## src/rtl/free_list_if.sv

```systemverilog
// Rename/retire handshake bundle for the physical-register free pool.
interface free_list_if #(
  parameter int PREG_W = 6
);
  logic              alloc_req_1;
  logic              alloc_req_2;
  logic              alloc_ok;
  logic [PREG_W-1:0] pd_1;
  logic [PREG_W-1:0] pd_2;
  logic              retire_flag_1;
  logic [PREG_W-1:0] fp_ind_1;
  logic              retire_flag_2;
  logic [PREG_W-1:0] fp_ind_2;
  logic [PREG_W-1:0] free_count;
  logic              empty;
  logic              err_free;

  modport master (
    output alloc_req_1, alloc_req_2, retire_flag_1, fp_ind_1, retire_flag_2, fp_ind_2,
    input  alloc_ok, pd_1, pd_2, free_count, empty, err_free
  );

  modport slave (
    input  alloc_req_1, alloc_req_2, retire_flag_1, fp_ind_1, retire_flag_2, fp_ind_2,
    output alloc_ok, pd_1, pd_2, free_count, empty, err_free
  );
endinterface

```

## src/rtl/free_list.sv

```systemverilog
// Physical-register free pool: circular FIFO of free register indices that
// hands up to two registers per cycle to rename and accepts up to two frees
// per cycle from retire. A membership bitmap rejects p0, double frees and
// duplicate pairs; any rejected free raises a sticky error flag.
module free_list #(
  parameter int NUM_PREGS = 64,
  parameter int NUM_AREGS = 32,
  parameter int PREG_W    = 6
) (
  input logic        clk,
  input logic        rst_n,
  free_list_if.slave bus
);
  localparam int DEPTH = NUM_PREGS - NUM_AREGS;
  localparam int PTR_W = $clog2(DEPTH);
  localparam int CNT_W = PREG_W + 1;

  logic [PREG_W-1:0]    r_fifo [DEPTH];
  logic [PTR_W-1:0]     r_head;
  logic [PTR_W-1:0]     r_tail;
  logic [PREG_W-1:0]    r_count;
  logic                 r_empty;
  logic                 r_err;
  logic [NUM_PREGS-1:0] r_bitmap;

  logic [1:0]       w_nreq;
  logic [1:0]       w_grant;
  logic [1:0]       w_nfree;
  logic             w_alloc_ok;
  logic             w_leg1;
  logic             w_leg2;
  logic             w_ill;
  logic [PTR_W-1:0] w_head_p1;
  logic [PTR_W-1:0] w_tail_2;
  logic [CNT_W-1:0] w_room;
  logic [CNT_W-1:0] w_count_next;

  // Grant decision, granted indices and free legality, all from pre-edge state
  always_comb begin
    w_nreq     = {1'b0, bus.alloc_req_1} + {1'b0, bus.alloc_req_2};
    w_alloc_ok = ({{(PREG_W-2){1'b0}}, w_nreq} <= r_count);
    w_grant    = w_alloc_ok ? w_nreq : 2'd0;
    w_head_p1  = r_head + PTR_W'(1);

    bus.alloc_ok = w_alloc_ok;
    bus.pd_1     = r_fifo[r_head];
    bus.pd_2     = (bus.alloc_req_1 && bus.alloc_req_2) ? r_fifo[w_head_p1] : r_fifo[r_head];

    w_room = CNT_W'(DEPTH) - {1'b0, r_count} + {{(CNT_W-2){1'b0}}, w_grant};
    w_leg1 = bus.retire_flag_1 && (bus.fp_ind_1 != '0) && !r_bitmap[bus.fp_ind_1]
             && (w_room >= CNT_W'(1));
    w_leg2 = bus.retire_flag_2 && (bus.fp_ind_2 != '0) && !r_bitmap[bus.fp_ind_2]
             && !(bus.retire_flag_1 && (bus.fp_ind_1 == bus.fp_ind_2))
             && (w_room >= (w_leg1 ? CNT_W'(2) : CNT_W'(1)));
    w_nfree = {1'b0, w_leg1} + {1'b0, w_leg2};
    w_ill   = (bus.retire_flag_1 && !w_leg1) || (bus.retire_flag_2 && !w_leg2);

    w_tail_2     = w_leg1 ? (r_tail + PTR_W'(1)) : r_tail;
    w_count_next = {1'b0, r_count} - {{(CNT_W-2){1'b0}}, w_grant}
                   + {{(CNT_W-2){1'b0}}, w_nfree};

    bus.free_count = r_count;
    bus.empty      = r_empty;
    bus.err_free   = r_err;
  end

  // Pool state: reset loads p(NUM_AREGS)..p(NUM_PREGS-1); each edge commits grants and legal frees
  always_ff @(posedge clk or negedge rst_n) begin
    if (!rst_n) begin
      for (int i = 0; i < DEPTH; i++) begin
        r_fifo[i] <= PREG_W'(NUM_AREGS + i);
      end
      for (int i = 0; i < NUM_PREGS; i++) begin
        r_bitmap[i] <= (i >= NUM_AREGS);
      end
      r_head  <= '0;
      r_tail  <= '0;
      r_count <= PREG_W'(DEPTH);
      r_empty <= 1'b0;
      r_err   <= 1'b0;
    end else begin
      r_head <= r_head + PTR_W'(w_grant);
      if (w_grant != 2'd0) begin
        r_bitmap[r_fifo[r_head]] <= 1'b0;
      end
      if (w_grant == 2'd2) begin
        r_bitmap[r_fifo[w_head_p1]] <= 1'b0;
      end
      if (w_leg1) begin
        r_fifo[r_tail]             <= bus.fp_ind_1;
        r_bitmap[bus.fp_ind_1]     <= 1'b1;
      end
      if (w_leg2) begin
        r_fifo[w_tail_2]           <= bus.fp_ind_2;
        r_bitmap[bus.fp_ind_2]     <= 1'b1;
      end
      r_tail  <= r_tail + PTR_W'(w_nfree);
      r_count <= w_count_next[PREG_W-1:0];
      r_empty <= (w_count_next == '0);
      if (w_ill) begin
        r_err <= 1'b1;
      end
    end
  end
endmodule
```

## src/flat_wrapper.sv

```systemverilog
// flat-port wrapper written by rule: the top's interface ports become plain ports
module free_list_flat 
#(
  parameter int NUM_PREGS = 64,
  parameter int NUM_AREGS = 32,
  parameter int PREG_W    = 6
)
  (clk, rst_n, bus_alloc_req_1, bus_alloc_req_2, bus_retire_flag_1, bus_fp_ind_1, bus_retire_flag_2, bus_fp_ind_2, bus_alloc_ok, bus_pd_1, bus_pd_2, bus_free_count, bus_empty, bus_err_free);
  free_list_if #(.PREG_W(PREG_W)) bus_i ();
  input logic clk;
  input logic rst_n;
  input wire logic [$bits(bus_i.alloc_req_1)-1:0] bus_alloc_req_1;
  input wire logic [$bits(bus_i.alloc_req_2)-1:0] bus_alloc_req_2;
  input wire logic [$bits(bus_i.retire_flag_1)-1:0] bus_retire_flag_1;
  input wire logic [$bits(bus_i.fp_ind_1)-1:0] bus_fp_ind_1;
  input wire logic [$bits(bus_i.retire_flag_2)-1:0] bus_retire_flag_2;
  input wire logic [$bits(bus_i.fp_ind_2)-1:0] bus_fp_ind_2;
  output wire logic [$bits(bus_i.alloc_ok)-1:0] bus_alloc_ok;
  output wire logic [$bits(bus_i.pd_1)-1:0] bus_pd_1;
  output wire logic [$bits(bus_i.pd_2)-1:0] bus_pd_2;
  output wire logic [$bits(bus_i.free_count)-1:0] bus_free_count;
  output wire logic [$bits(bus_i.empty)-1:0] bus_empty;
  output wire logic [$bits(bus_i.err_free)-1:0] bus_err_free;
  assign bus_i.alloc_req_1 = bus_alloc_req_1;
  assign bus_i.alloc_req_2 = bus_alloc_req_2;
  assign bus_i.retire_flag_1 = bus_retire_flag_1;
  assign bus_i.fp_ind_1 = bus_fp_ind_1;
  assign bus_i.retire_flag_2 = bus_retire_flag_2;
  assign bus_i.fp_ind_2 = bus_fp_ind_2;
  assign bus_alloc_ok = bus_i.alloc_ok;
  assign bus_pd_1 = bus_i.pd_1;
  assign bus_pd_2 = bus_i.pd_2;
  assign bus_free_count = bus_i.free_count;
  assign bus_empty = bus_i.empty;
  assign bus_err_free = bus_i.err_free;
  free_list #(.NUM_PREGS(NUM_PREGS), .NUM_AREGS(NUM_AREGS), .PREG_W(PREG_W)) u_core (.clk(clk), .rst_n(rst_n), .bus(bus_i));
endmodule
```

## config.mk

```make
export PLATFORM = sky130hd
export DESIGN_NAME = free_list_flat
export DESIGN_NICKNAME = d
export VERILOG_FILES = /design/src/rtl/free_list_if.sv /design/src/rtl/free_list.sv /design/src/flat_wrapper.sv
export SDC_FILE = /design/constraint.sdc
export NUM_CORES = 1
export LEC_CHECK = 0
export CAP_MARGIN = 20
export CORE_ASPECT_RATIO = 0.6
export CORE_UTILIZATION = 40
export CTS_CLUSTER_DIAMETER = 40
export DETAILED_ROUTE_END_ITERATION = 7
export GPL_TIMING_DRIVEN = 0
export HOLD_SLACK_MARGIN = 0.12
export PLACE_DENSITY = 0.59
export SETUP_SLACK_MARGIN = 0.3
export SKIP_CTS_REPAIR_TIMING = 1
export SKIP_LAST_GASP = 1
export SYNTH_ARGS = -nofsm -noshare
export SYNTH_HDL_FRONTEND = slang
export SYNTH_SLANG_ARGS = --single-unit
```

## constraint.sdc

```tcl
create_clock -name clk -period 7.35 [get_ports clk]
set_clock_uncertainty 0.1 [all_clocks]
set_input_delay 1.47 -clock clk [delete_from_list [all_inputs] [get_ports clk]]
set_output_delay 1.47 -clock clk [all_outputs]
set_load 0.02 [all_outputs]
```

==> impl_metrics.tcl, run 1 <==
set metrics [dict create \
    status "complete, but fails checks" \
    violations "design-rule violations, negative setup slack" \
    ys.flop_type "dfstp_2" \
    dr.first_iter.drc_count 2568 \
    dp_hpwl_um 60800 \
    postSynthAreaPerCell_sq_um 11.9 \
    die_w_um 291 \
    synth_nets 1738 \
    final_cell_area_sq_um 23300 \
    dieArea_sq_um 51000 \
    grt_pass1_vias 16200 \
    track_usage_pct 32.5 \
    drive_gt1_share_pct 44.0 \
    cts_tree "done" \
    clk-insertion-delay-late_ps 570 \
    critPathKind "input port to flop" \
    min_path_type "flop to flop" \
    endpoint_kind "flop" \
    fmaxAchievable_ghz 0.129 \
    start_util_pct 40.5 \
    slowest_delay_ps 960 \
    fin_nets 1855 \
    power_per_cell_area_nw_per_um2 575 \
    synthAdderAreaFrac_pct 2.18 \
    r2r_setup_slack_ps 150 \
    ant_nets 0 \
    clock-sinks 274 \
    holdPathStages 1 \
    cp_max_fo 10 \
    worstMarginPinSlew_ps 1280 \
    grt_pass1_wl_um 118000 \
    slew_violations 0 \
    root_buffer "clkbuf_16" \
    synth_edf_count 0 \
    r2r-end "u_core.bus.empty" \
    synth_top_family_by_area "multiplexers" \
    worstSetupStartpointType "input port" \
    hp-start "u_core.bus.err_free" \
    top_layer "met5" \
    r2r_start "u_core.bus.free_count[2]" \
    wl_met2_um 30600 \
    regArea_sq_um 7040 \
    dr.pass1.iters 8 \
    cap_violations 0 \
    area_delta_synth_final_pct 16.6 \
    ys_types 84 \
    post-route-period-util_pct 105 \
    slew_headroom_pct 14.2 \
    r2r.worst_path.cells 32 \
    finalCriticalPeriod_ps 7740 \
    synthArstFlopShare_pct 100 \
    grt-ovfl-total 0 \
    port_buffers 34 \
    crit_arrival_ps 8090 \
    slowest_stage "nor3_1" \
    irDropWorstVdd_mv 0.421 \
    wl_per_cell_um 33.8 \
    setup_viol 2 \
    rsz0062_at_grt "true" \
    crit_buf_inv 9 \
    ios 39 \
    wl_met1_um 36600 \
    cts_buffers 41 \
    ys_seq_area_share_pct 35.2 \
    fin_ws_ps -389 \
    path_clk_slew_ps 60 \
    vias_per_cell 6.80 \
    htree_num_levels 2 \
    synthSimpleGateAreaFrac_pct 9.99 \
    synth_compound_area_share_pct 9.09 \
    vias 16900 \
    grt_max_degree 100 \
    syn_area_sq_um 20000 \
    whs_ps 405 \
    wl_met3_um 14400 \
    cp.required_ps 7700 \
    power_mw 13.4 \
    placed_area_sq_um 21400 \
    leakagePower_nw 10.0 \
    core_sq_um 49400 \
    ys_warn_count 0 \
    synthMuxAreaShare_pct 37.8 \
    antenna_found_initial 2 \
    die_h_um 175 \
    drc 4 \
    multiInputGateArea_sq_um 12300 \
    fillers 4468 \
    drt_wl_total_um 84200 \
    synth_xor_area_share_pct 1.00 \
    globalplace.congestion 1.07 \
    hold_viol_final 0 \
    syn_inst 1687 \
    critPathTopFamily "simple AND/OR/NAND/NOR gates" \
    synth_seq_cells 274 \
    clockBufferDepth 3 \
    holdPathEnd "u_core.bus.err_free" \
    rows 63 \
]
synthesized netlist by cell type (all sizes together) (42+ instances only):
| cell | instances | area (sq um) |
|---|---|---|
| clkbuf | 69 | 259 |
| mux4 | 127 | 2880 |
| dfstp | 145 | 3810 |
| buf | 67 | 419 |
| dfrtp | 129 | 3230 |
| inv | 74 | 278 |
| nand3 | 71 | 500 |
| a21oi | 42 | 210 |
| nand2 | 87 | 329 |
| mux2i | 177 | 1810 |
| mux2 | 255 | 2880 |
| nor2 | 85 | 397 |
area by class of cell:
type	count	area share, %
tap	650	3.49
timing repair buffer	75	3.14
sequential	274	30.2
clock inverter	21	1.10
buffer	135	3.06
clock buffer	55	4.88
antenna	1	0.0107
multi-input combinational	1200	52.8
inverter	77	1.35
where the power goes:
group	internal, mW	switching (mW)
sequential	2.49	0.646
combinational	3.36	4.86
clock	1.24	0.820
total	7.10	6.32
worst max path at each step:
stage                                    end            start  cells past startpoint  slack (ps)
after floorplan             u_core.bus.empty  bus_alloc_req_1                     32        -360
after global placement    u_core.r_bitmap[8]            rst_n                      1       -7700
after detailed placement    u_core.bus.empty  bus_alloc_req_1                     34       -1980
after CTS                   u_core.bus.empty  bus_alloc_req_1                     34       -1440
after global routing        u_core.bus.empty  bus_alloc_req_2                     34        -540
final                       u_core.bus.empty  bus_fp_ind_1[1]                     30        -390
cell usage in the layout, fill, tap and decap left out, types with 10 or more instances in the layout:
cell type        count
clkdlybuf4s50_1     31
buf_4               40
clkbuf_16           41
inv_1               69
buf_6               13
xnor2_1             11
buf_2               35
a221o_1             30
dfstp_2            145
nor3_1              15
nor2_1              67
a222oi_1            24
a21oi_1             39
mux2_2             254
nand3_1             41
nand3_2             30
nand2_1             82
o221ai_1            12
nand2b_1            16
o21ai_0             25
and3_1              12
dfrtp_1            129
clkbuf_1            77
a22oi_1             39
nor2b_1             15
mux2i_1            173
buf_1               11
mux4_2             123
ha_1                21
nor2_2              13
nand4_1             10
cell families (layout without fill, tap and decap cells):
logic type / after synthesis / after routing
XOR/XNOR: 22 / 22
AO/OA/AOI/OAI: 230 / 230
buffers and inverters: 213 / 363
flip-flops: 274 / 274
adder cells (fa/ha/maj): 33 / 33
other: 0 / 1
AND/OR/NAND/NOR: 356 / 356
multiplexers: 559 / 559
through the flow:
step,setup TNS (ps),util [%],instances,setup slack (ps)
detailed placement,-220510,43.4,2377,-1980
CTS,-87520,46.2,2453,-1440
floorplan,-507,-,1687,-358
global placement,-1745470,43.1,2371,-7700
finish,-543,47.2,2488,-389
global route,-960,47.2,2487,-540
state kept, by name, summed over array words and instances (netlist names):
name and count:
u_core.bus.empty 1, u_core.bus.err_free 1, u_core.bus.free_count 6, u_core.r_bitmap 64
u_core.r_fifo 192, u_core.r_head 5, u_core.r_tail 5
metal layers:
layer	GRT usage [%]	up-vias
met3	17.6	183
met5	1.03	-
li1	-	6690
met4	8.66	7
met1	48.5	8664
met2	38.9	1374
worst reg2reg max path: cells and delay by family, from the launching register on:
kind | cells | cell delay, ps
simple gates | 12 | 2600
fa+ha+maj | 7 | 1850
compound gates | 5 | 1070
buf+inv | 6 | 690
flops | 1 | 530
xor+xnor | 2 | 250
No activity file was read; power rests on OpenSTA's default activity.
==> run 2: changes to the inputs <==
--- a/config.mk
+++ b/config.mk
@@ -10,9 +10,10 @@
 export CORE_UTILIZATION = 40
 export CTS_CLUSTER_DIAMETER = 40
 export DETAILED_ROUTE_END_ITERATION = 7
+export DONT_BUFFER_PORTS = 1
 export GPL_TIMING_DRIVEN = 0
 export HOLD_SLACK_MARGIN = 0.12
-export PLACE_DENSITY = 0.59
+export PLACE_DENSITY = 0.58
 export SETUP_SLACK_MARGIN = 0.3
 export SKIP_CTS_REPAIR_TIMING = 1
 export SKIP_LAST_GASP = 1
==> run 2 against run 1 <==
  * The flow still finishes with violations (design-rule violations, negative setup slack)
  * First-iteration DRC count increased by 2.3%
  * Sequential share of layout area increased by 0.57 points
  * Final cell count decreased by 1.6%
  * Core utilization decreased by 0.87 points
  * Die area unchanged
  * Combinational power decreased by 5.5%
  * Fmax increased by 0.57%
  * Critical path depth increased by 3
  * Total power decreased by 2.3%
  * Global-route usage increased by 0.23 points
  * Worst setup slack improved by 44 ps
==> impl_metrics.tcl, run 2 (synthesis gave the netlist of run 1 again) <==
set metrics [dict create \
    worstMarginPinSlew_ps 1200 \
    root_buffer "clkbuf_16" \
    worstSetupStartpointType "input port" \
    holdPathStages 2 \
    cts_tree "done" \
    violations "design-rule violations, negative setup slack" \
    drive_gt1_share_pct 44.2 \
    track_usage_pct 32.7 \
    vias_per_cell 6.79 \
    leakagePower_nw 9.84 \
    largest_register "u_core.r_fifo" \
    globalplace.congestion 1.04 \
    power_per_cell_area_nw_per_um2 572 \
    layout_commonest_cell "mux2_2" \
    cp_max_fo 5 \
    clockBufferDepth 3 \
    clk-insertion-delay-late_ps 560 \
    fin_nets 1816 \
    port_buffers 0 \
    cp.required_ps 7700 \
    r2r.worst_path.cells 33 \
    slew_headroom_pct 19.4 \
    wl_per_cell_um 34.4 \
    r2r_start "u_core.bus.free_count[1]" \
    crit_buf_inv 5 \
    rows 63 \
    slowest_stage "or4_4" \
    grt-ovfl-total 0 \
    critPathTopFamily "simple AND/OR/NAND/NOR gates" \
    min_path_type "flop to flop" \
    dr.pass1.iters 8 \
    ios 39 \
    fin_util_pct 46.3 \
    post-route-period-util_pct 105 \
    ant_nets 0 \
    fmaxAchievable_ghz 0.130 \
    htree_num_levels 2 \
    dr.first_iter.drc_count 2626 \
    path_clk_slew_ps 50 \
    fin_ws_ps -346 \
    grt_pass1_wl_um 119000 \
    slowest_delay_ps 520 \
    rsz0062_at_grt "true" \
    endpoint_kind "flop" \
    die_h_um 175 \
    crit_arrival_ps 8040 \
    antenna_found_initial 1 \
    largest_reg_flops 192 \
    place_inst 2339 \
    slew_violations 0 \
    hold_viol_final 0 \
    dieArea_sq_um 51000 \
    area_delta_synth_final_pct 14.4 \
    dp_hpwl_um 60900 \
    r2r_setup_slack_ps -40 \
    cts_buffers 41 \
    grt_max_degree 275 \
    clock-sinks 274 \
    r2r-end "u_core.bus.empty" \
    hp-start "u_core.r_bitmap[42]" \
    finalCriticalPeriod_ps 7700 \
    cpMostUsedCell "ha_4" \
    die_w_um 291 \
    cap_violations 0 \
    core_sq_um 49400 \
    start_util_pct 40.5 \
    finalNonFillerCells 2449 \
    layout_common_cells "mux2_2, mux2i_1, dfstp_2" \
    grt_pass1_vias 15800 \
    drt_wl_total_um 84400 \
    irDropWorstVdd_mv 0.320 \
    status "complete, but fails checks" \
    holdPathEnd "u_core.r_bitmap[42]" \
    vias 16600 \
    critPathKind "input port to flop" \
    setup_viol 2 \
    drc 11 \
]
[run 2: cell count changes in the layout (fill, tap and decap cells not counted), sizes merged]
cell	change
buf	-11
bufinv	+3
clkbuf	-1
clkdlybuf4s50	-31
clkinv	-3
clkinvlp	+1
diode	+1
inv	+2
[run 2: power breakdown]
part	leakage (nW)	internal, mW	total (mW)	switching, mW
Combinational	6.02	3.14	7.77	4.63
Clock	0.699	1.33	2.15	0.814
Sequential	3.12	2.49	3.19	0.697
Total	9.84	6.97	13.1	6.14
[run 2: layout make-up]
cell class | instances | area [sq um]
well taps | 650 | 813
plain buffers | 135 | 714
multi-input cells | 1200 | 12300
inverters | 77 | 317
flip-flops and latches | 274 | 7040
clock inverters | 24 | 332
clock buffers | 51 | 1120
diodes | 2 | 5.00
fillers | 4447 | 26500
repair buffers | 36 | 294
[run 2: metrics by stage]
stage	power [mW]	hold WS (ps)	setup WS, ps	TNS (ps)	instance area (sq um)
5_1_grt	13.5	388	-658	-1050	22900
2_1_floorplan	7.90	341	-358	-507	20200
6_report	13.1	389	-346	-372	22900
3_3_place_gp	10.3	364	-1610	-152660	21000
3_5_place_dp	10.4	361	-1720	-162270	21000
4_1_cts	12.5	377	-1190	-54340	22400
[run 2: routing by layer]
metal	global-route usage (%)	wire length, um
met1	48.6	37300
met2	39.8	30900
met3	17.6	14000
met4	8.58	2220
met5	0	0
[run 2: how the worst max path moves through the flow]
| stage | endpoint | startpoint | depth (start not counted) |
|---|---|---|---|
| global route | u_core.bus.empty | bus_alloc_req_2 | 33 |
| detailed placement | u_core.bus.empty | bus_alloc_req_2 | 33 |
| CTS | u_core.bus.empty | bus_alloc_req_2 | 33 |
| finish | u_core.bus.empty | bus_alloc_req_2 | 33 |
| floorplan | u_core.bus.empty | bus_alloc_req_1 | 32 |
| global placement | u_core.bus.empty | bus_alloc_req_2 | 33 |
[run 2: worst min-delay path, delay by kind of cell, from the launching register on]
kind	cells	cell delay [ps]
simple gates	2	100
flops	1	380
